### config.mk
export PLATFORM = sky130hd
export DESIGN_NAME = morse_decode_ctrl
export DESIGN_NICKNAME = d
export VERILOG_FILES = /design/src/rtl/morse_decode_ctrl_pkg.sv /design/src/rtl/morse_tick_gen.sv /design/src/rtl/morse_decode_ctrl.sv
export SDC_FILE = /design/constraint.sdc
export NUM_CORES = 1
export LEC_CHECK = 0
export ABC_AREA = 1
export ABC_CLOCK_PERIOD_IN_PS = 2800
export BUFFER_PORTS_ARGS = -buffer_cell sky130_fd_sc_hd__buf_4
export CAP_MARGIN = 10
export CORE_ASPECT_RATIO = 1.4
export CORE_MARGIN = 2
export CORE_UTILIZATION = 35
export CTS_CLUSTER_DIAMETER = 200
export DETAILED_ROUTE_END_ITERATION = 7
export PLACE_DENSITY = 0.64
export SYNTH_ARGS = -nofsm -noshare
export SYNTH_HDL_FRONTEND = slang
export SYNTH_SLANG_ARGS = --single-unit
### constraint.sdc
create_clock -name clk -period 2.8 [get_ports clk]
set_input_delay 0.28 -clock clk [delete_from_list [all_inputs] [get_ports clk]]
set_output_delay 0.28 -clock clk [all_outputs]
set_load 0.01 [all_outputs]
### src/rtl/morse_decode_ctrl_pkg.sv
// rtl/morse_decode_ctrl_pkg.sv - shared character-code defines and buffer-shift types for morse_decode_ctrl
`ifndef MORSE_DEFINES_SVH
`define MORSE_DEFINES_SVH
`define CHAR_W          6
`define CHAR_CODE_SPACE 6'h00
`define CHAR_CODE_ERR   6'h3F
`endif

package morse_decode_ctrl_pkg;

    localparam int CHAR_BITS = `CHAR_W;
    localparam logic [CHAR_BITS-1:0] CODE_SPACE = `CHAR_CODE_SPACE;
    localparam logic [CHAR_BITS-1:0] CODE_ERR   = `CHAR_CODE_ERR;

    typedef enum logic [1:0] {
        SH_NONE,
        SH_CHAR,
        SH_SPACE,
        SH_ERR
    } shift_t;

endpackage

### src/rtl/morse_tick_gen.sv
// rtl/morse_tick_gen.sv - free-running clock-enable divider, held at zero while run is low
module morse_tick_gen #(
    parameter int TICK_DIV = 500000
) (
    input  logic clk,
    input  logic rst_n,
    input  logic run,
    output logic tick
);

    localparam int CW = $clog2(TICK_DIV);
    localparam logic [CW-1:0] LAST = CW'(TICK_DIV - 1);

    logic [CW-1:0] cnt;

    always_ff @(posedge clk or negedge rst_n) begin
        if (!rst_n) begin
            cnt <= '0;
        end else if (!run) begin
            cnt <= '0;
        end else if (cnt == LAST) begin
            cnt <= '0;
        end else begin
            cnt <= cnt + CW'(1);
        end
    end

    assign tick = run && (cnt == LAST);

endmodule

### src/rtl/morse_decode_ctrl.sv
// rtl/morse_decode_ctrl.sv - morse decode controller with scrolling display buffer
// Optional: define MORSE_CTRL_ERRCHAR_EN to insert the error code into the buffer on cap_error.
module morse_decode_ctrl
    import morse_decode_ctrl_pkg::*;
#(
    parameter int TICK_DIV = 500000,
    parameter int DISP_LEN = 6
) (
    input  logic                       clk,
    input  logic                       rst_n,
    input  logic                       enable,
    input  logic                       clear,
    input  logic                       cap_char_end,
    input  logic                       cap_word_end,
    input  logic                       cap_error,
    input  logic [`CHAR_W-1:0]         char_in,
    output logic                       cap_start,
    output logic                       cap_ce,
    output logic [DISP_LEN*`CHAR_W-1:0] disp,
    output logic [2:0]                 count,
    output logic                       busy
);

    typedef enum logic [2:0] {
        IDLE,
        ARM,
        LISTEN,
        COMMIT,
        SPACE
    } state_t;

    localparam logic [2:0] CNT_MAX = 3'(DISP_LEN);

    state_t state, state_nxt;
    logic   word_pend, word_pend_nxt;
    shift_t shift_op;
    logic   do_shift;
    logic [CHAR_BITS-1:0] shift_code;

    logic [DISP_LEN-1:0][CHAR_BITS-1:0] buf_q;
    logic [2:0] count_q;

    always_ff @(posedge clk or negedge rst_n) begin
        if (!rst_n) begin
            state     <= IDLE;
            word_pend <= 1'b0;
        end else begin
            state     <= state_nxt;
            word_pend <= word_pend_nxt;
        end
    end

    // The buffer shift is issued on the edge that leaves LISTEN, so disp
    // follows a strobe by exactly one clock; COMMIT/SPACE are the settle cycles.
    always_comb begin
        state_nxt     = state;
        word_pend_nxt = word_pend;
        shift_op      = SH_NONE;
        if (!enable) begin
            state_nxt     = IDLE;
            word_pend_nxt = 1'b0;
        end else begin
            case (state)
                IDLE: begin
                    state_nxt     = ARM;
                    word_pend_nxt = 1'b0;
                end
                ARM: state_nxt = LISTEN;
                LISTEN: begin
                    if (cap_error) begin
                        state_nxt = ARM;
`ifdef MORSE_CTRL_ERRCHAR_EN
                        shift_op  = SH_ERR;
`endif
                    end else if (cap_char_end) begin
                        state_nxt     = COMMIT;
                        shift_op      = SH_CHAR;
                        word_pend_nxt = cap_word_end;
                    end else if (cap_word_end) begin
                        state_nxt = SPACE;
                        shift_op  = SH_SPACE;
                    end
                end
                COMMIT: begin
                    word_pend_nxt = 1'b0;
                    if (word_pend) begin
                        state_nxt = SPACE;
                        shift_op  = SH_SPACE;
                    end else begin
                        state_nxt = LISTEN;
                    end
                end
                SPACE:   state_nxt = LISTEN;
                default: state_nxt = IDLE;
            endcase
        end
    end

    always_comb begin
        do_shift   = 1'b0;
        shift_code = char_in;
        case (shift_op)
            SH_CHAR: begin
                do_shift   = 1'b1;
                shift_code = char_in;
            end
            SH_SPACE: begin
                do_shift   = (count_q != 3'd0) && (buf_q[0] != CODE_SPACE);
                shift_code = CODE_SPACE;
            end
            SH_ERR: begin
                do_shift   = 1'b1;
                shift_code = CODE_ERR;
            end
            default: begin
                do_shift   = 1'b0;
                shift_code = char_in;
            end
        endcase
    end

    always_ff @(posedge clk or negedge rst_n) begin
        if (!rst_n) begin
            buf_q   <= {DISP_LEN{CODE_SPACE}};
            count_q <= 3'd0;
        end else if (clear) begin
            buf_q   <= {DISP_LEN{CODE_SPACE}};
            count_q <= 3'd0;
        end else if (do_shift) begin
            buf_q <= {buf_q[DISP_LEN-2:0], shift_code};
            if (count_q != CNT_MAX) begin
                count_q <= count_q + 3'd1;
            end
        end
    end

    morse_tick_gen #(
        .TICK_DIV(TICK_DIV)
    ) u_tick_gen (
        .clk  (clk),
        .rst_n(rst_n),
        .run  (enable && (state != IDLE)),
        .tick (cap_ce)
    );

    assign cap_start = (state == ARM);
    assign busy      = (state != IDLE);
    assign disp      = buf_q;
    assign count     = count_q;

endmodule

Yosys cells after proc, flatten, opt, wreduce, memory -nomap -nowiden
Index checks and enable logic that the tools add are counted.
Widths: inputs -> output; s select.
{"block": "classes", "n_addsub": 2, "n_mul": 0, "div": 0, "magnitude_cmp": 0, "eq_ne": 13, "shifts": 0, "mux": 25, "bitwise_logic": 0, "reduce_logical": 14}
{"cell": "$mux 36", "n": 2}
{"cell": "$mux 19", "n": 2}
{"cell": "$mux 3", "n": 8}
{"cell": "$add 19x1->19 const B", "n": 1}
{"cell": "$eq 19x19->1 const B", "n": 1}
{"cell": "$pmux 3 s4", "n": 1}
{"cell": "$pmux 6 s2", "n": 1}
{"cell": "$mux 2", "n": 5}
{"cell": "$ne 3x3->1 const B", "n": 3}
{"cell": "$eq 3x2->1 const B", "n": 2}
{"cell": "$reduce_bool 3->1", "n": 2}
{"cell": "$reduce_bool 6->1", "n": 1}
{"cell": "$reduce_or 2->1", "n": 3}
{"cell": "$ne 5x5->1 const B", "n": 1}
{"cell": "$eq 2x2->1 const B", "n": 2}
{"cell": "$pmux 1 s2", "n": 2}
{"cell": "$pmux 2 s2", "n": 1}
{"cell": "$reduce_bool 2->1", "n": 2}
{"cell": "$add 3x1->3 const B", "n": 1}
{"cell": "$eq 3x1->1 const B", "n": 1}
{"cell": "$eq 3x3->1 const B", "n": 1}
{"cell": "$logic_and 1x1->1", "n": 3}
{"cell": "$logic_not 3->1", "n": 1}
{"cell": "$mux 1", "n": 3}
{"cell": "4 further kinds", "n": 4}
{"block": "word_totals", "reg_bits": 62, "latchBits": 0, "mem_bits_rw": 0, "mem_bits_ro": 0, "input_bits": 13, "word_cells": 64, "n_memories": 0}

Logic depth before layout (Yosys ltp)
Gate-level depths: netlist of the first run.
{"block": "depth", "ltp_word": 10, "ltp_mapped": 11}

Modules after synthesis
Synthesis of the first run repeated with hierarchy kept, for this count alone.
{"block": "hier_totals", "hier_cells": 414, "hier_area_um2": 3158.0}
{"mod": "morse_decode_ctrl", "instances": 1, "cells_per_inst": 242, "area_each_um2": 1980.6, "seq_area_each_um2": 1076.0}
{"mod": "morse_tick_gen", "instances": 1, "cells_per_inst": 172, "area_each_um2": 1177.4, "seq_area_each_um2": 475.5}

Least setup slack after synthesis of the first run
Ideal clock, no wire load.
{"block": "synth_timing", "kind": "reg-to-output", "from": "reg state[0]", "to": "out cap_ce", "t_arrival_ps": 1184, "required_ps": 2520, "path_slack_ps": 1336, "stages_incl_launch_ff": 8, "cell_sequence": "dfrtp_1 inv_2 nand2_1 inv_1 nand2_1 nand2_1 clkbuf_1 nor2_1"}
{"block": "synth_between", "elab_chain_cells": 3}
{"item": "start: declaration", "line": "morse_decode_ctrl.sv:34", "rtl": "state_t state, state_nxt;"}
{"item": "start signal: assignment", "line": "morse_decode_ctrl.sv:48", "rtl": "state <= state_nxt;"}
{"item": "$reduce_bool 3->1"}
{"item": "net busy", "line": "morse_decode_ctrl.sv:21", "rtl": "output logic busy"}
{"item": "$logic_and 1x1->1", "line": "morse_decode_ctrl.sv:142", "rtl": ".run (enable && (state != IDLE)),"}
{"item": "$logic_and 1x1->1", "line": "morse_tick_gen.sv:28", "rtl": "assign tick = run && (cnt == LAST);"}
{"item": "end: declaration", "line": "morse_decode_ctrl.sv:18", "rtl": "output logic cap_ce,"}
The timed path passes the listed nets, and every way through them passes these cells.

Final worst setup path of the first run
{"block": "layout_timing", "from": "reg u_tick_gen.cnt[0]", "to": "out cap_ce"}
{"block": "layout_between", "elab_chain_cells": 2}
{"item": "start: declaration", "line": "morse_tick_gen.sv:14", "rtl": "logic [CW-1:0] cnt;"}
{"item": "start signal: assignment", "line": "morse_tick_gen.sv:24", "rtl": "cnt <= cnt + CW'(1);"}
{"item": "$eq 19x19->1", "line": "morse_tick_gen.sv:28"}
{"item": "$logic_and 1x1->1", "line": "morse_tick_gen.sv:28"}
No other way between the ends.

==> run_results.csv, run 1 <==
group,metric,value,unit
grt,met2_usage,0.278,
worst_setup_path,critPathBufInv,1,
sta,layout_worst_path_cycle_share,0.713,
worst_setup_path,end_kind,"output port",
die,die_height,116,um
grt,grt_util_met1,0.199,
worst_setup_path,worstPathArrival,1.72,ns
die,dieArea,9800,sq um
worst_setup_path,crit_top_cell,"nor2_1",
logic_synthesis,yosys_register_bits,62,
detailed_routing,wl_per_cell,13.2,um
logic_synthesis,yosysTopAreaCellShare,0.492,
worst_setup_path,slowest_delay,0.44,ns
worst_setup_path,cp.required,2.52,ns
grt,antenna_found_initial,0,
power,p_leak,2.00,nW
detailed_routing,drc,0,
sta,fin_tns_setup,0,ns
grt,grt_max_degree,63,
placed_design,io_buffers,54,
placed_design,dp.final_hpwl,5320,um
grt,grt_pass1_wl,12800,um
worst_setup_path,crit_path_top_delay_cell,"dfrtp_1",
logic_synthesis,syn_area_per_cell,7.73,sq um
die,die_x,84.3,um
die,start_util,0.356,
detailed_routing,dr.pass1.iters,5,
grt,overflow,0,
logic_synthesis,ys_types,28,
grt,met3_usage,0.0403,
clock_tree,cts_max_level,3,
sta,holdWs,0.0275,ns
flow_run,maxCapViolations,0,
power,combPwrFrac,0.100,
logic_synthesis,synth_area_leaders,"dfrtp_1 (49%), nand2_1 (15%), nand3_1 (7.9%), nor2_1 (7.4%), inv_1 (4.4%)",
power,p_sw_frac,0.253,
power,powerDensity,617,nW/um^2
placed_design,gp_congestion,0.945,
die,ios,55,
detailed_routing,viasPerCell,4.90,
logic_synthesis,synth_fp_nets,425,
final_layout,finalInstanceArea,3930,sq um
logic_synthesis,synth-edff-count,0,
status,status,"finished, final reports clean",
clock_tree,clk_latency,0.33,ns
placed_design,post_dp_cell_area,3600,sq um
detailed_routing,num_vias,2811,
worst_setup_path,cp_top_family,"simple AND/OR/NAND/NOR gates",
final_layout,nNetsFinal,479,
clock_tree,cts_tree,"yes",
grt,first_global_vias,2688,
worst_setup_path,crit_type,"flip-flop to output port",
clock_tree,cts_hold_buf,0,
sta,setup_violations,0,
logic_synthesis,ys.flop_type,"dfrtp_1",
clock_tree,cts_sinks,62,
sta,drv_slew,0,
final_layout,synthToLayoutAreaGrowth,24.4,%
worst_setup_path,crit_fanout,6,
detailed_routing,routed_wl,7600,um
power,p_sw,613,uW
clock_tree,cts_buffer_depth,2,
power,p_int,1.81,mW
sta,report.final.hold_viol_count,0,
final_layout,drive_gt1_frac,0.184,
detailed_routing,antenna_left,0,
clock_tree,cts_resized,0,
clock_tree,cts_made_buffers,9,
sta,rsz0062_at_grt,"no",
worst_hold_path,hold_path.class,"primary input to async pin",
detailed_routing,drtIter0Drc,157,
logic_synthesis,yosys-top-cells-count,"nand2_1 (130), dfrtp_1 (62), nor2_1 (62), nand3_1 (50), inv_1 (37)",
grt,grt-busiest-layer,"met2",
logic_synthesis,ys_warn_count,0,
logic_synthesis,syn_inst,408,
grt,track_usage,0.164,
clock_tree,clkTransAtPathRegs,0.06,ns
die,num_rows,41,
sta,fin_worst_skew,0.00605,ns
logic_synthesis,yosys.area.top_type,"dfrtp_1",
final_layout,diodes,0,
logic_synthesis,yosysSeqAreaShare,0.492,
power,seq_power_share,0.404,
power,ir_drop,0.436,mV
sta,max_freq,501,MHz
clock_tree,cts_setup_buffers,0,
sta,fin_crit,2.00,ns
placed_design,place_inst,558,
power,clkPwrFrac,0.496,
logic_synthesis,syn-cell-area,3160,sq um
die,core,8870,sq um
logic_synthesis,yosysMostFrequentCell,"nand2_1",
sta,slew_headroom,0.478,
sta,worst_pin_slew,0.783,ns
clock_tree,cts_root_buffer,"clkbuf_16",
worst_setup_path,path_cells,"ha_1, nand2_1, nor2_1, nand3_1, nor2_1, buf_4",
worst_setup_path,start_kind,"flip-flop",
logic_synthesis,synth-async-reset-ratio,1.00,
final_layout,instances_no_fill,574,
==> metal layers <==
layer  vias up  wire length, um
li1       1387                -
met1      1330             3230
met2        81             3830
met3        13              383
met4         0              151
met5         -                0
==> cell usage in the layout (no fill, tap or decap) <==
master / netlist / final
nand2_1: 130 / 130
nor2_2: 1 / 1
a31oi_1: 1 / 1
inv_6: 1 / 1
nor3_2: 1 / 1
dfrtp_1: 62 / 62
xor2_1: 6 / 6
nand3_1: 50 / 50
o21a_1: 1 / 1
o211ai_1: 1 / 1
nand2_4: 2 / 2
clkinv_4: 0 / 1
xnor2_1: 2 / 2
inv_1: 37 / 37
nand3_2: 1 / 1
nor3_1: 6 / 6
o21ai_0: 4 / 4
nor3b_1: 1 / 1
a21oi_1: 3 / 3
ha_1: 4 / 4
nor2_1: 62 / 62
bufinv_16: 0 / 2
inv_2: 2 / 2
nand3b_1: 1 / 1
nand4_1: 10 / 10
buf_4: 0 / 55
clkinvlp_4: 0 / 4
clkbuf_16: 0 / 9
nand2_2: 7 / 7
==> registers in the layout, indices dropped and copies added (netlist names) <==
register        flops
u_tick_gen.cnt     19
word_pend           1
disp               36
state               3
count               3
==> per-stage QoR <==
stage | util | setup slack (ns) | power [mW]
2_1_floorplan | - | 1.34 | 1.13
3_3_place_gp | 0.406 | 1.05 | 1.23
3_5_place_dp | 0.406 | 0.982 | 1.24
4_1_cts | 0.442 | 0.776 | 2.45
5_1_grt | 0.442 | 0.621 | 2.53
6_report | 0.442 | 0.804 | 2.42
==> power groups by stage <==
stage / logic, mW / registers [mW] / clock network [mW]
final: 0.243 / 0.978 / 1.20
after global routing: 0.279 / 0.983 / 1.27
after CTS: 0.248 / 0.978 / 1.22
after detailed placement: 0.248 / 0.993 / 0
after global placement: 0.242 / 0.992 / 0
after floorplan: 0.131 / 0.997 / 0
==> final timing paths <==
kind                              startpoint                end  slack (ns)  cells after the start
min in group clk                cap_char_end           state[0]        0.22                      3
hold reg to reg                     disp[31]           disp[31]        0.50                      2
hold / removal                         rst_n  u_tick_gen.cnt[5]        0.03                      1
setup reg to reg                    state[1]           disp[17]        0.97                      9
max in group asynchronous              rst_n           count[0]        2.25                      1
setup / recovery           u_tick_gen.cnt[0]             cap_ce        0.80                      6
==> worst register-to-register path, stage by stage, from the launching register on <==
cell and delay (ns):
dfrtp_1 0.43, inv_1 0.12, nor3_2 0.18, nand3_1 0.11
nand2_1 0.07, inv_1 0.06, nand2_4 0.35, inv_6 0.23
nand2_1 0.12, nand2_1 0.06
==> layout make-up <==
type,instances,area (sq um)
inverter,40,155
tap,107,134
sequential,62,1550
timing repair buffer,55,413
clock inverter,7,98.8
fill,904,4950
multi-input combinational,294,1350
clock buffer,9,225
==> kinds of logic after synthesis <==
family	synth area share
AOI/OAI and AO/OA	0.0178
xor gates and xnor gates	0.0222
adders and majority gates	0.0159
buffers and inverters	0.0813
DFF	0.492
and+or+nand+nor	0.371
Note: power is estimated with default switching activity, not from simulation.
==> inputs of run 2 (changes only) <==
--- a/config.mk
+++ b/config.mk
@@ -5,8 +5,8 @@
 export SDC_FILE = /design/constraint.sdc
 export NUM_CORES = 1
 export LEC_CHECK = 0
-export ABC_AREA = 1
-export ABC_CLOCK_PERIOD_IN_PS = 2800
+export ABC_AREA = 0
+export ABC_CLOCK_PERIOD_IN_PS = 1780
 export BUFFER_PORTS_ARGS = -buffer_cell sky130_fd_sc_hd__buf_4
 export CAP_MARGIN = 10
 export CORE_ASPECT_RATIO = 1.4
@@ -14,7 +14,7 @@
 export CORE_UTILIZATION = 35
 export CTS_CLUSTER_DIAMETER = 200
 export DETAILED_ROUTE_END_ITERATION = 7
-export PLACE_DENSITY = 0.64
+export PLACE_DENSITY = 0.66
 export SYNTH_ARGS = -nofsm -noshare
 export SYNTH_HDL_FRONTEND = slang
 export SYNTH_SLANG_ARGS = --single-unit
==> constraint.sdc (replaced) <==
create_clock -name clk -period 1.78 [get_ports clk]
set_input_delay 0.178 -clock clk [delete_from_list [all_inputs] [get_ports clk]]
set_output_delay 0.178 -clock clk [all_outputs]
set_load 0.01 [all_outputs]
==> run 2 against run 1 <==
The run now ends with setup timing left. Flip-flop and latch count did not move. First-iteration DRC count decreased by 19%. Sequential share of layout area decreased by 3.0 points. Count of clock-buffer cells in the layout up 2. Clock skew decreased by 0.0012 ns. Design area grew 8.7%. Register-to-register slack worse by 1.1 ns. Synthesized cell count is 30% lower. Worst hold slack improved by 0.085 ns. Global-route usage fell by 1.7 points. Via count decreased by 14%. Largest power group unchanged.
==> run_results.csv, run 2 <==
group,metric,value,unit
sta,layout_worst_path_cycle_share,1.06,
logic_synthesis,synth-async-reset-ratio,1.00,
power,powerDensity,744,nW/um^2
worst_setup_path,start_kind,"flip-flop",
logic_synthesis,synth_fp_nets,302,
final_layout,drive_gt1_frac,0.362,
worst_setup_path,rr_startpoint,"disp[5]",
final_layout,instances_no_fill,483,
die,num_rows,40,
die,dieArea,9690,sq um
worst_setup_path,rr_worst_depth,5,
worst_setup_path,slowest_delay,0.56,ns
die,die_height,116,um
final_layout,synthToLayoutAreaGrowth,36.8,%
clock_tree,cts_max_level,3,
sta,worst_pin_slew,0.433,ns
final_layout,nNetsFinal,393,
logic_synthesis,syn-cell-area,3120,sq um
detailed_routing,antenna_left,0,
detailed_routing,drc,0,
logic_synthesis,yosysMostFrequentCell,"dfrtp_1",
worst_setup_path,crit_path_top_delay_cell,"or4_4",
logic_synthesis,yosys.area.top_type,"dfrtp_1",
clock_tree,cts_sinks,62,
worst_setup_path,reg2reg_to,"disp[11]",
worst_hold_path,hold_path.class,"primary input to flip-flop",
power,p_sw_frac,0.215,
power,seq_power_share,0.451,
die,start_util,0.362,
sta,max_freq,528,MHz
clock_tree,cts_buffer_depth,2,
placed_design,place_inst,458,
worst_hold_path,holdPathStages,2,
power,p_leak,2.10,nW
grt,overflow,0,
placed_design,io_buffers,54,
power,clkPwrFrac,0.490,
final_layout,diodes,0,
logic_synthesis,syn_inst,285,
clock_tree,cts_tree,"yes",
detailed_routing,wl_per_cell,14.6,um
clock_tree,cts_root_buffer,"clkbuf_16",
final_layout,largest_register_ffs,36,
logic_synthesis,yosysSeqAreaShare,0.498,
logic_synthesis,syn_area_per_cell,10.9,sq um
grt,antenna_found_initial,0,
worst_setup_path,critPathLaunch,"disp[5]",
logic_synthesis,ys_types,47,
final_layout,layout_common_cells,"buf_4 (86), dfrtp_1 (56), nand2b_1 (38)",
sta,holdWs,0.113,ns
logic_synthesis,synth_area_leaders,"dfrtp_1 (50%), mux2i_1 (10%), nand2b_1 (7.6%), nor2_1 (2.4%), xnor2_1 (2.2%)",
power,combPwrFrac,0.059,
logic_synthesis,yosysTopAreaCellShare,0.498,
die,ios,55,
worst_setup_path,end_kind,"flip-flop",
logic_synthesis,synth-edff-count,0,
status,violations,"setup timing",
logic_synthesis,ys.flop_type,"dfrtp_1",
sta,slew_headroom,0.709,
die,die_x,83.8,um
detailed_routing,routed_wl,7040,um
final_layout,final_common_cell,"buf_4",
worst_setup_path,cp.required,2.03,ns
worst_setup_path,cp_top_family,"simple AND/OR/NAND/NOR gates",
grt,first_global_vias,2466,
sta,fin_ws,-0.112,ns
sta,report.final.hold_viol_count,0,
power,p_int,2.49,mW
status,status,"complete, but fails checks",
die,core,8610,sq um
sta,fin_worst_skew,0.00480,ns
grt,grt_max_degree,49,
worst_hold_path,worstHoldStart,"enable",
sta,setup_violations,33,
clock_tree,clk_latency,0.33,ns
grt,grt_pass1_wl,11200,um
sta,fin_crit,1.89,ns
sta,rsz0062_at_grt,"yes",
worst_setup_path,r2r_setup_slack,-0.11,ns
worst_setup_path,crit_type,"flip-flop to flip-flop",
worst_setup_path,critPathBufInv,1,
detailed_routing,dr.pass1.iters,4,
grt,track_usage,0.147,
flow_run,maxCapViolations,0,
logic_synthesis,ys_warn_count,0,
final_layout,post-route-util,0.495,
worst_setup_path,worstPathArrival,2.14,ns
detailed_routing,drtIter0Drc,127,
worst_setup_path,crit_fanout,10,
power,ir_drop,0.486,mV
logic_synthesis,yosys_register_bits,62,
worst_hold_path,holdPathEnd,"state[1]",
clock_tree,clkTransAtPathRegs,0.05,ns
logic_synthesis,yosys-top-cells-count,"dfrtp_1 (62), nand2b_1 (38), mux2i_1 (31), nor2_1 (20), inv_1 (16)",
detailed_routing,viasPerCell,5.03,
detailed_routing,num_vias,2428,
clock_tree,cts_made_buffers,9,
worst_setup_path,path_cells,"or4_4, o32ai_4, o22a_4, clkbuf_16, mux2i_1",
sta,drv_slew,0,
sta,fin_tns_setup,-2.76,ns
placed_design,dp.final_hpwl,4760,um
placed_design,gp_congestion,0.776,
power,p_sw,682,uW
run 2: metal layers:
metal  up-vias  track usage  part of all wire
li1       1188            -                 -
met1      1177        0.170              0.43
met2        47        0.250              0.50
met3        16       0.0256             0.036
met4         0        0.102             0.035
met5         -            0                 0
run 2: through the flow:
step	cell area [sq um]	setup slack [ns]	total power [mW]
6_report	4270	-0.112	3.17
5_1_grt	4270	-0.179	3.28
4_1_cts	4120	-0.131	3.20
3_5_place_dp	3790	-0.115	1.63
3_3_place_gp	3790	-0.0610	1.63
2_1_floorplan	3120	-0.110	1.53
run 2: logic make-up (layout without fill, tap and decap cells):
logic type / Yosys count / count (layout) / synth area share
compound gates: 31 / 31 / 0.0783
xor+xnor: 13 / 13 / 0.0365
fa+ha+maj: 4 / 4 / 0.0161
buf+inv: 28 / 121 / 0.0522
flops: 62 / 62 / 0.498
mux: 33 / 33 / 0.107
simple gates: 114 / 114 / 0.213
run 2: worst max path at each step:
stage	to	slack (ns)	cells past startpoint
after global placement	u_tick_gen.cnt[8]	-0.06	5
after detailed placement	disp[35]	-0.12	5
final	disp[11]	-0.11	5
after CTS	disp[15]	-0.13	5
after floorplan	disp[10]	-0.11	6
after global routing	disp[35]	-0.18	5
run 2: repair_timing:
| item | CTS | global route |
|---|---|---|
| pin swaps | 3 | 6 |
| buffers inserted | 4 | 6 |
| gates resized for setup | 9 | 16 |
| cloned | 0 | 1 |
| setup endpoints to repair | 57 | 42 |
| hold endpoints to repair | 31 | 0 |
| hold buffers | 1 | 0 |
run 2: power groups by stage:
stage | Clock (mW) | Sequential [mW] | Combinational (mW)
after floorplan | 0 | 1.45 | 0.0798
after global routing | 1.65 | 1.43 | 0.206
final | 1.56 | 1.43 | 0.187
after CTS | 1.59 | 1.43 | 0.183
after detailed placement | 0 | 1.45 | 0.174
after global placement | 0 | 1.45 | 0.172
run 2: final cells by class:
class | instances | area [sq um]
Sequential cell | 62 | 1560
Multi-Input combinational cell | 195 | 1500
Tap cell | 105 | 131
Clock inverter | 2 | 10.0
Timing Repair Buffer | 92 | 752
Fill cell | 791 | 4340
Clock buffer | 11 | 253
Inverter | 16 | 60.1
==> inputs of run 3 (changes only) <==
--- a/config.mk
+++ b/config.mk
@@ -6,15 +6,15 @@
 export NUM_CORES = 1
 export LEC_CHECK = 0
 export ABC_AREA = 0
-export ABC_CLOCK_PERIOD_IN_PS = 1780
+export ABC_CLOCK_PERIOD_IN_PS = 2300
 export BUFFER_PORTS_ARGS = -buffer_cell sky130_fd_sc_hd__buf_4
 export CAP_MARGIN = 10
 export CORE_ASPECT_RATIO = 1.4
 export CORE_MARGIN = 2
-export CORE_UTILIZATION = 35
+export CORE_UTILIZATION = 50
 export CTS_CLUSTER_DIAMETER = 200
 export DETAILED_ROUTE_END_ITERATION = 7
-export PLACE_DENSITY = 0.66
+export PLACE_DENSITY = 0.83
 export SYNTH_ARGS = -nofsm -noshare
 export SYNTH_HDL_FRONTEND = slang
 export SYNTH_SLANG_ARGS = --single-unit
==> constraint.sdc (replaced) <==
create_clock -name clk -period 2.3 [get_ports clk]
set_input_delay 0.23 -clock clk [delete_from_list [all_inputs] [get_ports clk]]
set_output_delay 0.23 -clock clk [all_outputs]
set_load 0.01 [all_outputs]
==> run 3 against run 2 <==
The run now ends clean. Register-to-register slack improved by 0.33 ns. Global-route usage rose by 5.3 points. Total power fell by 28%. Flip-flop and latch count did not move. Critical path depth rose by 2. Via count fell by 5.6%. Critical path type unchanged. Critical endpoint is now disp[7]. Largest cell class unchanged. Largest power group is now sequential cells.
==> run_results.csv, run 3 (synthesis results as in run 2) <==
group,metric,value,unit
status,status,"finished, final reports clean",
grt,overflow,0,
sta,worst_pin_slew,0.764,ns
final_layout,largest_register_ffs,36,
sta,layout_worst_path_cycle_share,0.907,
placed_design,place_inst,400,
detailed_routing,viasPerCell,5.49,
placed_design,dp.final_hpwl,4370,um
die,num_rows,34,
die,core,6130,sq um
detailed_routing,routed_wl,6350,um
worst_setup_path,crit_fanout,30,
sta,fin_tns_setup,0,ns
sta,fin_worst_skew,0.00782,ns
final_layout,synthToLayoutAreaGrowth,20.7,%
sta,fin_crit,2.09,ns
detailed_routing,dr.pass1.iters,4,
sta,setup_violations,0,
grt,track_usage,0.200,
die,die_x,70.7,um
worst_setup_path,end_kind,"flip-flop",
grt,grt_max_degree,63,
die,start_util,0.509,
clock_tree,cts_max_level,3,
flow_run,maxCapViolations,0,
sta,report.final.hold_viol_count,0,
clock_tree,cts_buffer_depth,2,
clock_tree,clkTransAtPathRegs,0.07,ns
power,ir_drop,0.434,mV
final_layout,nNetsFinal,357,
detailed_routing,num_vias,2291,
final_layout,final_common_cell,"dfrtp_1",
detailed_routing,antenna_left,0,
sta,max_freq,479,MHz
power,powerDensity,606,nW/um^2
final_layout,diodes,0,
die,die_height,97.4,um
die,dieArea,6890,sq um
sta,rsz0062_at_grt,"no",
grt,first_global_vias,2400,
clock_tree,clk_latency,0.34,ns
worst_setup_path,worstPathArrival,2.34,ns
final_layout,instances_no_fill,417,
worst_setup_path,cp.required,2.55,ns
grt,grt_pass1_wl,11000,um
placed_design,gp_congestion,0.827,
final_layout,drive_gt1_frac,0.241,
power,p_leak,1.86,nW
clock_tree,cts_sinks,62,
worst_setup_path,crit_path_top_delay_cell,"or3b_2",
detailed_routing,wl_per_cell,15.2,um
clock_tree,cts_resized,0,
worst_hold_path,hold_path.class,"primary input to flip-flop",
worst_setup_path,crit_type,"flip-flop to flip-flop",
clock_tree,cts_made_buffers,9,
final_layout,layout_common_cells,"dfrtp_1 (62), buf_4 (54), nand2b_1 (38)",
clock_tree,cts_root_buffer,"clkbuf_8",
worst_setup_path,r2r_setup_slack,0.21,ns
sta,slew_headroom,0.490,
sta,drv_slew,0,
final_layout,n_fill_cell,517,
detailed_routing,drc,0,
die,ios,55,
worst_setup_path,path_cells,"inv_1, ha_1, or3b_2, o221ai_2, o22a_2, buf_12, mux2i_1",
detailed_routing,drtIter0Drc,170,
grt,antenna_found_initial,0,
clock_tree,cts_tree,"yes",
placed_design,io_buffers,54,
placed_design,dpl_worst_slack,0.284,ns
worst_setup_path,start_kind,"flip-flop",
worst_setup_path,slowest_delay,0.45,ns
sta,fin_ws,0.214,ns
==> run 3: cell count changes in the layout (fill, tap and decap cells not counted), moves of 6 or more <==
cell,before,now
buf_4,86,54
clkbuf_16,10,0
clkbuf_8,2,9
dfrtp_1,56,62
dfrtp_2,6,0
==> run 3: power by group <==
| part | internal [mW] | switching (mW) | total [mW] |
|---|---|---|---|
| combinational | 0.0482 | 0.0687 | 0.117 |
| clock | 0.613 | 0.446 | 1.06 |
| sequential | 1.10 | 0.00877 | 1.11 |
==> run 3: worst paths after layout <==
kind / startpoint / to / depth (start not counted)
max in group asynchronous: rst_n / u_tick_gen.cnt[1] / 2
worst max-delay path: count[0] / disp[7] / 7
min in group asynchronous: rst_n / disp[27] / 2
worst min-delay path: enable / state[1] / 2
worst max register to register: count[0] / disp[7] / 7
worst min register to register: u_tick_gen.cnt[0] / u_tick_gen.cnt[0] / 1
==> run 3: timing repair <==
action                                 in CTS  in global routing
setup buffers                               0                  0
endpoints found under the hold margin      56                  0
setup endpoints to repair                   0                  0
hold buffers                                1                  0
==> run 3: cell type report <==
| class | instances | area [sq um] | area share |
|---|---|---|---|
| clock inverters | 7 | 97.6 | 0.0259 |
| repair buffers | 56 | 435 | 0.116 |
| well taps | 72 | 90.1 | 0.0239 |
| flip-flops and latches | 62 | 1550 | 0.412 |
| clock buffers | 9 | 124 | 0.0329 |
| inverters | 16 | 60.1 | 0.0160 |
| multi-input cells | 195 | 1410 | 0.373 |
==> run 3: metrics by stage <==
stage / instance area, sq um / util / hold WS, ns / total power, mW
floorplan: 3120 / - / -0.0656 / 1.19
global placement: 3530 / 0.577 / 0.353 / 1.24
detailed placement: 3530 / 0.577 / 0.358 / 1.24
CTS: 3760 / 0.614 / 0.141 / 2.31
global route: 3760 / 0.614 / 0.135 / 2.37
finish: 3760 / 0.614 / 0.150 / 2.28
==> run 3: layer usage <==
metal / routed length, um / track usage
met5: 0 / 0
met4: 115 / 0.0755
met3: 228 / 0.0539
met2: 3470 / 0.353
met1: 2540 / 0.226
==> run 3: worst max-delay path, delay by kind of cell (launching register included) <==
family / cells / cell delay, ns
AND/OR/NAND/NOR: 1 / 0.45
adder cells (fa/ha/maj): 1 / 0.17
buffers and inverters: 2 / 0.34
AO/OA/AOI/OAI: 2 / 0.33
multiplexers: 1 / 0.26
flip-flops: 1 / 0.41
